**config.mk**
```make
export PLATFORM = sky130hd
export DESIGN_NAME = barret_359_rr_arbiter
export DESIGN_NICKNAME = d
export VERILOG_FILES = /design/src/rtl/barret_pkg.sv /design/src/rtl/barret_for_359.sv /design/src/rtl/rr_pick.sv /design/src/rtl/barret_359_rr_arbiter.sv
export SDC_FILE = /design/constraint.sdc
export NUM_CORES = 1
export LEC_CHECK = 0
export CAP_MARGIN = 20
export CORE_MARGIN = 4
export CORE_UTILIZATION = 30
export DETAILED_ROUTE_END_ITERATION = 12
export GPL_ROUTABILITY_DRIVEN = 0
export PLACE_DENSITY = 0.57
export SLEW_MARGIN = 20
export SYNTH_ARGS = -nofsm -noshare
export SYNTH_HDL_FRONTEND = slang
export SYNTH_SLANG_ARGS = --single-unit
```
**constraint.sdc**
```tcl
create_clock -name clk -period 17.1 [get_ports clk]
set_input_delay 1.71 -clock clk [delete_from_list [all_inputs] [get_ports clk]]
set_output_delay 1.71 -clock clk [all_outputs]
set_load 0.01 [all_outputs]
```
**src/rtl/barret_pkg.sv**
```systemverilog
// Constants shared by the q = 359 Barrett reducer, the arbiter
// and the modular-multiply lanes.
package barret_pkg;

    localparam int unsigned Q     = 359;
    localparam int unsigned IN_W  = 17;
    localparam int unsigned OUT_W = 9;

    // floor(2^26 / 359); quotient estimate is short by at most one
    localparam int unsigned BAR_K = 26;
    localparam int unsigned BAR_M = 186932;

    typedef logic [IN_W-1:0]  operand_t;
    typedef logic [OUT_W-1:0] residue_t;

endpackage

```
**src/rtl/barret_for_359.sv**
```systemverilog
// Combinational Barrett reduction of a 17-bit operand modulo 359.
// Valid for operands below 359*359.
module barret_for_359
    import barret_pkg::*;
(
    input  operand_t din_a,
    output residue_t dout_r
);

    logic [34:0] prod;
    logic [8:0]  qhat;
    logic [17:0] qm;
    logic [9:0]  r;

    assign prod   = 35'(din_a) * 35'(BAR_M);
    assign qhat   = 9'(prod >> BAR_K);
    assign qm     = 18'(qhat) * 18'(Q);
    assign r      = 10'(18'(din_a) - qm);
    assign dout_r = (r >= 10'(Q)) ? 9'(r - 10'(Q)) : r[8:0];

endmodule

```
**src/rtl/rr_pick.sv**
```systemverilog
// Rotating priority encoder: first set bit of valid_i at or after
// ptr_i, wrapping modulo N.
module rr_pick #(
    parameter int N    = 4,
    parameter int ID_W = 2
) (
    input  logic [N-1:0]    valid_i,
    input  logic [ID_W-1:0] ptr_i,
    output logic [ID_W-1:0] idx_o,
    output logic            found_o
);

    // Walk from farthest to nearest so the nearest hit wins
    always_comb begin
        idx_o   = '0;
        found_o = 1'b0;
        for (int i = N - 1; i >= 0; i--) begin
            if (valid_i[(int'(ptr_i) + i) % N]) begin
                found_o = 1'b1;
                idx_o   = ID_W'((int'(ptr_i) + i) % N);
            end
        end
    end

endmodule

```
**src/rtl/barret_359_rr_arbiter.sv**
```systemverilog
// Round-robin arbiter sharing one mod-359 reducer between NUM_REQ
// requesters, with a single registered response stage.
module barret_359_rr_arbiter
    import barret_pkg::*;
#(
    parameter int NUM_REQ = 4,
    parameter int ID_W    = 2
) (
    input  logic                    clk,
    input  logic                    rst_n,
    input  logic [NUM_REQ-1:0]      req_valid,
    output logic [NUM_REQ-1:0]      req_ready,
    input  logic [NUM_REQ*IN_W-1:0] req_data,
    output logic                    rsp_valid,
    input  logic                    rsp_ready,
    output logic [OUT_W-1:0]        rsp_data,
    output logic [ID_W-1:0]         rsp_id,
    output logic                    busy,
    output logic [15:0]             done_cnt
);

    logic [ID_W-1:0] ptr_q, ptr_d;
    logic            vld_q, vld_d;
    residue_t        dat_q, dat_d;
    logic [ID_W-1:0] id_q, id_d;
    logic [15:0]     cnt_q, cnt_d;

    logic [ID_W-1:0] win;
    logic            found;
    logic            accept_en;
    logic            grant;
    logic            drain;
    operand_t        operand;
    residue_t        reduced;

    rr_pick #(.N(NUM_REQ), .ID_W(ID_W)) u_pick (
        .valid_i (req_valid),
        .ptr_i   (ptr_q),
        .idx_o   (win),
        .found_o (found)
    );

    assign operand = req_data[int'(win) * IN_W +: IN_W];

    barret_for_359 u_red (
        .din_a  (operand),
        .dout_r (reduced)
    );

    // rst_n gates the grant so nothing handshakes while held in reset
    assign accept_en = !vld_q || rsp_ready;
    assign grant     = accept_en && found && rst_n;
    assign drain     = vld_q && rsp_ready;
    assign req_ready = grant ? (NUM_REQ'(1) << win) : '0;

    always_comb begin
        ptr_d = ptr_q;
        vld_d = vld_q && !rsp_ready;
        dat_d = dat_q;
        id_d  = id_q;
        cnt_d = cnt_q + 16'(drain);
        if (grant) begin
            ptr_d = (win == ID_W'(NUM_REQ - 1)) ? '0 : win + 1'b1;
            vld_d = 1'b1;
            dat_d = reduced;
            id_d  = win;
        end
    end

    always_ff @(posedge clk or negedge rst_n) begin
        if (!rst_n) begin
            ptr_q <= '0;
            vld_q <= 1'b0;
            dat_q <= '0;
            id_q  <= '0;
            cnt_q <= '0;
        end else begin
            ptr_q <= ptr_d;
            vld_q <= vld_d;
            dat_q <= dat_d;
            id_q  <= id_d;
            cnt_q <= cnt_d;
        end
    end

    assign rsp_valid = vld_q;
    assign rsp_data  = dat_q;
    assign rsp_id    = id_q;
    assign done_cnt  = cnt_q;
    assign busy      = vld_q || (|req_valid);

endmodule

```
==> results.yml, run 1 <==
timing:
  rsz0062_at_grt: "false"
  tns_ns: 0
  timing.final.ws_setup_ns: 2.17
  drv_slew: 0
  setup_viol: 0
  min_period_ns: 14.93
  fin_crit_sh_pct: 87.3
  worst_slew_pin_slew_ns: 0.852
  slew-limit-headroom_pct: 43.2
  hold_viol: 0
  max_freq_mhz: 67.0
  whs_ns: 0.475
  skew_ns: 0.00447
setup_path:
  crit_type: "in2reg"
  worstPathArrival_ns: 15.05
  critical_path_required_ns: 17.22
  max_stage_delay_ns: 0.55
  path_max_fanout: 15
  startpoint_type: "input pin"
  end_kind: "flop"
  cpMaxStageDelayCell: "clkdlybuf4s50_1"
yosys:
  ys_warn_count: 0
  synth_ff_type: "dfrtp_1"
  yosysUniqueCellTypes: 62
  ys_seq_elements: 30
  syn-num-nets: 1230
  syn-cell-area_um2: 8300
  seq_area_frac_synth_pct: 9.05
  syn_inst: 876
  async_flop_share_pct: 100
  avgSynthCellArea_um2: 9.47
  synth_edf_count: 0
routing:
  first_pass_iters: 4
  dr_total_vias: 6072
  drt-total-wl_um: 19800
  drcViolationCount: 0
  wire_per_inst_um: 14.6
  ant_nets: 0
  first_iter_violations: 286
  vias_per_cell: 4.48
layout:
  antenna_cells: 0
  area_growth_pct: 20.1
  regArea_um2: 751
  nets: 1339
  fillers: 2758
  layout_commonest_cell: "inv_1"
  layout_common_cells: "inv_1 (217), ha_1 (164), fa_1 (115)"
  multi_input_area_um2: 6670
  drive_gt1_share_pct: 4.27
cts:
  clk_pin_slew_ns: 0.05
  htree_num_levels: 2
  cts_tree: "built"
  cts-resized-gates: 0
  clockRootBuffer: "clkbuf_16"
  clk_path_buf_depth: 2
  cts_num_sinks: 30
  clock_latency_ns: 0.27
  hold_buffers: 0
  cts_buffers: 5
  post_cts_buffers: 0
global_route:
  grt_max_degree: 34
  antenna_found_initial: 0
  grt-ovfl-total: 0
  track_usage_pct: 13.2
  grt_pass1_vias: 6446
  grt_pass1_wl_um: 32800
die:
  num_io_pins: 108
  die_h_um: 174
  die_width_um: 174
  core_um2: 27100
  initial_core_util_pct: 30.6
  row_count: 60
  die_area_um2: 30400
status:
  status: "finished, final reports clean"
place:
  dp_hpwl_um: 17900
  dp_slack_ns: 1.86
  numPortBuffers: 107
flow_run:
  drv_cap: 0
min_path:
  min_path_type: "reg2reg"
## path summary, 6_finish.rpt
kind                              startpoint          end  slack [ns]  cells after the start
worst max-delay path            req_valid[1]  rsp_data[1]        2.17                     50
worst min-delay path               rsp_id[0]    rsp_id[0]        0.48                      2
worst max register to register      ptr_q[1]  rsp_data[1]        3.67                     49
worst min register to register     rsp_id[0]    rsp_id[0]        0.48                      2
max in group asynchronous              rst_n     ptr_q[1]       14.95                      2
min in group asynchronous              rst_n  rsp_data[5]        1.85                      2
## synthesized netlist by cell type, types with 10 or more instances
cell type / n / area share (%)
o21ai_0: 14 / 0.84
inv_1: 217 / 9.8
and3_1: 11 / 0.83
nor2_1: 10 / 0.45
o21ai_1: 11 / 0.66
a21oi_1: 24 / 1.4
xnor2_1: 38 / 4.0
ha_1: 164 / 25
xor2_1: 17 / 1.8
a21o_1: 10 / 0.90
fa_1: 115 / 28
nand3_1: 17 / 1.0
mux2i_1: 27 / 3.3
nand2_1: 61 / 2.8
dfrtp_1: 30 / 9.0
## metrics by stage
step / instances / utilization [%] / area, um2
after floorplan: 876 / - / 8300
after global placement: 1350 / 36.2 / 9820
after detailed placement: 1350 / 36.2 / 9820
after CTS: 1356 / 36.8 / 9960
after global routing: 1356 / 36.8 / 9960
final: 1356 / 36.8 / 9960
## layout make-up
class | count | area share, %
Multi-Input combinational cell | 617 | 67.0
Timing Repair Buffer | 113 | 11.2
Inverter | 218 | 8.21
Sequential cell | 30 | 7.54
Tap cell | 372 | 4.67
Clock buffer | 6 | 1.39
## cell families (layout without fill, tap and decap cells)
family | Yosys count | after routing | synth area share (%)
xor+xnor | 56 | 56 | 6.00
mux | 31 | 31 | 3.80
buf+inv | 229 | 337 | 10.5
simple gates | 154 | 154 | 9.92
fa+ha+maj | 280 | 280 | 52.6
compound gates | 96 | 96 | 8.10
flops | 30 | 30 | 9.05
## state kept, by name, summed over array words and instances, names as in the netlist
| signal | count |
|---|---|
| done_cnt | 16 |
| ptr_q | 2 |
| rsp_data | 9 |
| rsp_id | 2 |
| rsp_valid | 1 |
## routing by layer
| metal | vias up | wire length (um) | part of all wire, % | GRT usage (%) |
|---|---|---|---|---|
| met5 | - | 0 | 0 | 0 |
| met4 | 0 | 352 | 1.8 | 2.34 |
| met3 | 16 | 1070 | 5.4 | 2.22 |
| met2 | 152 | 9060 | 46 | 22.2 |
| met1 | 2902 | 9280 | 47 | 18.0 |
| li1 | 3002 | - | - | - |
## critical path, delay by kind of cell
| family | cells | cell delay (ns) |
|---|---|---|
| AO/OA/AOI/OAI | 16 | 3.52 |
| XOR/XNOR | 1 | 0.38 |
| adder cells (fa/ha/maj) | 13 | 5.76 |
| buffers and inverters | 12 | 2.18 |
| multiplexers | 2 | 0.57 |
| AND/OR/NAND/NOR | 6 | 0.91 |
Power of run 1 is not shown: default switching activity piles up to over one toggle a cycle in this logic, so the estimate is an artifact.
==> inputs of run 2 (changes only) <==
REMOVE_ABC_BUFFERS = 1   (was unset)
SKIP_CTS_REPAIR_TIMING = 1   (was unset)
==> run 2 against run 1 <==
Compared with the run above: final cell count increased by 0.29%; first-iteration DRC count decreased by 4.9%; critical path depth unchanged; final area increased by 0.24%.
==> results.yml, run 2 (synthesized netlist as in run 1, its figures left out) <==
status:
  status: "finished, final reports clean"
die:
  core_um2: 27100
  die_area_um2: 30400
  initial_core_util_pct: 30.6
  row_count: 60
  die_h_um: 174
  die_width_um: 174
  num_io_pins: 108
global_route:
  grt_pass1_wl_um: 32500
  grt_max_degree: 34
  grt-ovfl-total: 0
  antenna_found_initial: 0
  grt_pass1_vias: 6315
  track_usage_pct: 13.0
setup_path:
  rrSetupSlack_ns: 3.43
  startpoint_type: "input pin"
  crit_top_cell: "inv_1"
  worstReg2RegStart: "ptr_q[1]"
  path_max_fanout: 22
  cpMaxStageDelayCell: "fa_1"
  critical_path_required_ns: 17.22
  end_kind: "flop"
  crit_type: "in2reg"
  worstReg2RegEnd: "rsp_data[1]"
  r2r_cells: 49
  worstPathArrival_ns: 15.28
  max_stage_delay_ns: 0.56
min_path:
  holdCritStartpoint: "done_cnt[15]"
  hold-path-endpoint: "done_cnt[15]"
  min_path_type: "reg2reg"
  hold_depth: 1
routing:
  drt-total-wl_um: 19400
  first_pass_iters: 4
  first_iter_violations: 272
  vias_per_cell: 4.40
  dr_total_vias: 5981
  drcViolationCount: 0
  ant_nets: 0
  wire_per_inst_um: 14.2
cts:
  clockRootBuffer: "clkbuf_16"
  htree_num_levels: 2
  cts_buffers: 5
  cts_tree: "built"
  clk_pin_slew_ns: 0.05
  cts_num_sinks: 30
  clock_latency_ns: 0.27
  clk_path_buf_depth: 2
flow_run:
  drv_cap: 0
timing:
  rsz0062_at_grt: "false"
  whs_ns: 0.473
  slew-limit-headroom_pct: 46.6
  skew_ns: 0.00192
  min_period_ns: 15.16
  tns_ns: 0
  drv_slew: 0
  worst_slew_pin_slew_ns: 0.799
  setup_viol: 0
  fin_crit_sh_pct: 88.6
  hold_viol: 0
  max_freq_mhz: 66.0
layout:
  drive_gt1_share_pct: 4.55
  layout_commonest_cell: "inv_1"
  fillers: 2772
  nets: 1341
  multi_input_area_um2: 6670
  finish.utilization_pct: 36.8
  largest_reg_flops: 16
  layout_common_cells: "inv_1 (217), ha_1 (164), fa_1 (115)"
  regArea_um2: 751
  antenna_cells: 0
  area_growth_pct: 20.4
  design_area_um2: 9990
place:
  placed_cell_area_um2: 9840
  dp_hpwl_um: 17500
  numPortBuffers: 107
==> run 2: worst max path at each step <==
| stage | startpoint | end | cells after the start |
|---|---|---|---|
| after floorplan | req_valid[0] | rsp_data[1] | 47 |
| after global placement | req_valid[1] | rsp_data[1] | 50 |
| after detailed placement | req_valid[1] | rsp_data[1] | 50 |
| after CTS | req_valid[1] | rsp_data[1] | 50 |
| after global routing | req_valid[1] | rsp_data[1] | 50 |
| final | req_valid[1] | rsp_data[1] | 50 |
==> run 2: area by class of cell <==
cell class              count  share of cell area, %
multi-input cells         617                   66.8
repair buffers            115                   11.3
inverters                 218                   8.19
flip-flops and latches     30                   7.52
well taps                 372                   4.66
clock buffers               7                   1.43
clock inverters             1                 0.0501
==> run 2: critical path: cells and delay by family <==
kind	cells	cell delay [ns]
buf+inv	13	1.89
mux	2	0.51
compound gates	14	3.45
simple gates	7	1.42
xor+xnor	1	0.38
fa+ha+maj	13	5.90
==> run 2: through the flow <==
stage	instances	setup WS, ns
floorplan	865	3.36
global placement	1352	1.92
detailed placement	1352	1.61
CTS	1360	1.83
global route	1360	1.01
finish	1360	1.94
==> run 2: metal layers <==
| layer | wire, um | global-route usage, % | part of all wire [%] |
|---|---|---|---|
| met1 | 9440 | 19.3 | 49 |
| met2 | 8400 | 20.6 | 43 |
| met3 | 1240 | 1.61 | 6.4 |
| met4 | 284 | 2.05 | 1.5 |
| met5 | 0 | 0 | 0 |
Power of run 2 is left out for the same reason.
==> inputs of run 3 (changes only) <==
--- a/config.mk
+++ b/config.mk
@@ -17,3 +17,4 @@
 export SYNTH_ARGS = -nofsm -noshare
 export SYNTH_HDL_FRONTEND = slang
+export SYNTH_HIERARCHICAL = 1
 export SYNTH_SLANG_ARGS = --single-unit
==> constraint.sdc (replaced) <==
create_clock -name clk -period 17.1 [get_ports clk]
set_input_delay 1.71 -clock clk [delete_from_list [all_inputs] [get_ports clk]]
set_output_delay 1.71 -clock clk [all_outputs]
set_load 0.1 [all_outputs]
==> run 3 against run 2 <==
Compared with the run above: critical path depth fell by 6; maximum frequency grew 11%; wire length decreased by 2.3%; die area down 0.57%; synthesized cell count shrank 8.3%; global-route usage up 0.18 points; first-iteration DRC count shrank 4.8%; clock-buffer cell count is 1 lower; final cell count fell by 7.8%; non-clock buffer count decreased by 5; sequential share of layout area is 0.098 points higher; highest routed layer unchanged.
==> results.yml, run 3 <==
status:
  status: "finished, final reports clean"
yosys:
  ys_seq_elements: 30
  synth_top_family_by_area: "adder cells"
  netlist_top_cells_count: "inv_1 (209), ha_1 (169), fa_1 (115)"
  async_flop_share_pct: 100
  synth-adder-area-share_pct: 53.6
  synthSimpleGateAreaFrac_pct: 7.01
  synth_compound_area_share_pct: 6.36
  post-synth-top-count-cell: "inv_1"
  synth_top_area_share_pct: 27.9
  avgSynthCellArea_um2: 10.3
  syn_inst: 803
  synthXorXnorAreaFrac_pct: 6.04
  ys_warn_count: 6
  synth_top_area_cell: "fa_1"
  synth_edf_count: 0
  seq_area_frac_synth_pct: 9.10
  synth_ff_type: "dfrtp_1"
  syn-cell-area_um2: 8250
  synth_area_leaders: "fa_1 (28%), ha_1 (26%), inv_1 (9.5%)"
  synth.mux.area_fraction_pct: 7.51
  yosysUniqueCellTypes: 64
routing:
  dr_total_vias: 5735
  drt-total-wl_um: 18900
  wire_per_inst_um: 15.1
  first_iter_violations: 259
  vias_per_cell: 4.57
  first_pass_iters: 4
  drcViolationCount: 0
  ant_nets: 0
layout:
  finalNonFillerCells: 1254
  layout_common_cells: "inv_1 (209), ha_1 (169), fa_1 (115)"
  layout_commonest_cell: "inv_1"
  drive_gt1_share_pct: 6.90
  largest_reg_flops: 16
  area_growth_pct: 19.5
  antenna_cells: 0
  nets: 1271
die:
  row_count: 60
  num_io_pins: 108
  core_um2: 27000
  die_width_um: 174
  initial_core_util_pct: 30.5
  die_area_um2: 30200
  die_h_um: 174
cts:
  clk_path_buf_depth: 2
  cts_buffers: 5
  clk_pin_slew_ns: 0.05
  clock_latency_ns: 0.27
  cts_num_sinks: 30
  htree_num_levels: 2
  clockRootBuffer: "clkbuf_16"
  cts_tree: "built"
global_route:
  antenna_found_initial: 0
  track_usage_pct: 13.2
  grt-ovfl-total: 0
  grt_pass1_wl_um: 32500
  grt_pass1_vias: 6309
  met2_usage_pct: 24.5
  met3_usage_pct: 1.48
  grt_max_degree: 32
  busiest_layer: "met2"
  grt_use_met1_pct: 17.2
setup_path:
  worstPathArrival_ns: 13.85
  worstReg2RegStart: "ptr_q[1]"
  max_stage_delay_ns: 0.72
  crit_type: "in2reg"
  crit_top_cell: "fa_1"
  startpoint_type: "input pin"
  end_kind: "flop"
  r2r_cells: 43
  cpMaxStageDelayCell: "mux4_2"
  worstReg2RegEnd: "rsp_data[1]"
  rrSetupSlack_ns: 4.92
  critical_path_required_ns: 17.25
  path_max_fanout: 22
timing:
  worst_slew_pin_slew_ns: 1.02
  skew_ns: 0.00423
  timing.final.ws_setup_ns: 3.40
  tns_ns: 0
  max_freq_mhz: 73.0
  fin_crit_sh_pct: 80.1
  whs_ns: 0.476
  slew-limit-headroom_pct: 32.1
  drv_slew: 0
  setup_viol: 0
  min_period_ns: 13.70
  hold_viol: 0
  rsz0062_at_grt: "false"
place:
  numPortBuffers: 107
  dp_slack_ns: 3.07
  dpl.cell_count: 1246
  dp_hpwl_um: 16800
min_path:
  min_path_type: "reg2reg"
  hold-path-endpoint: "done_cnt[15]"
  holdCritStartpoint: "done_cnt[15]"
  hold_depth: 1
flow_run:
  drv_cap: 0
-- run 3: cell types whose count changed after synthesis, sizes merged, moves of 5 or more --
cell,change
inv,-8
ha,+5
mux2,+12
nand3,-8
and2,-5
mux4,+17
o21ai,-17
nand2,-31
a21o,-5
mux2i,-24
and3,-7
-- run 3: cell type report --
cell class	instances	area, um2
sequential	30	751
fill	2720	17200
clock inverter	2	12.5
tap	341	427
clock buffer	6	139
multi-input combinational	555	6650
timing repair buffer	110	1090
inverter	210	788
-- run 3: worst max-delay path by stage --
stage          depth (start not counted)  slack (ns)           to          from
6_report                              44        3.40  rsp_data[1]  req_valid[3]
5_1_grt                               44        2.49  rsp_data[1]  req_valid[3]
4_1_cts                               44        3.32  rsp_data[1]  req_valid[3]
3_5_place_dp                          44        3.07  rsp_data[1]  req_valid[3]
3_3_place_gp                          44        3.24  rsp_data[1]  req_valid[3]
2_1_floorplan                         42        3.53  rsp_data[1]  req_valid[3]
-- run 3: metrics by stage --
stage,utilization [%],area [um2]
after floorplan,-,8180
after global placement,35.9,9710
after detailed placement,35.9,9710
after CTS,36.5,9860
after global routing,36.5,9860
final,36.5,9860
-- run 3: cell families (layout without fill, tap and decap cells) --
kind of cell             count (synthesis)  in the layout
adder cells (fa/ha/maj)                284            284
buffers and inverters                  218            328
AND/OR/NAND/NOR                        105            105
AO/OA/AOI/OAI                           74             74
XOR/XNOR                                56             56
multiplexers                            36             36
flip-flops                              30             30
-- run 3: per-layer routing --
layer / up-vias / wire [um]
met4: 0 / 59
met5: - / 0
li1: 2811 / -
met2: 51 / 9970
met1: 2869 / 8460
met3: 4 / 429
-- run 3: critical path, delay by kind of cell --
family	cells	cell delay, ns
buffers and inverters	10	1.51
AND/OR/NAND/NOR	2	0.48
adder cells (fa/ha/maj)	12	5.51
AO/OA/AOI/OAI	8	1.81
XOR/XNOR	8	1.34
multiplexers	4	1.46
Power of run 3 is left out for the same reason.
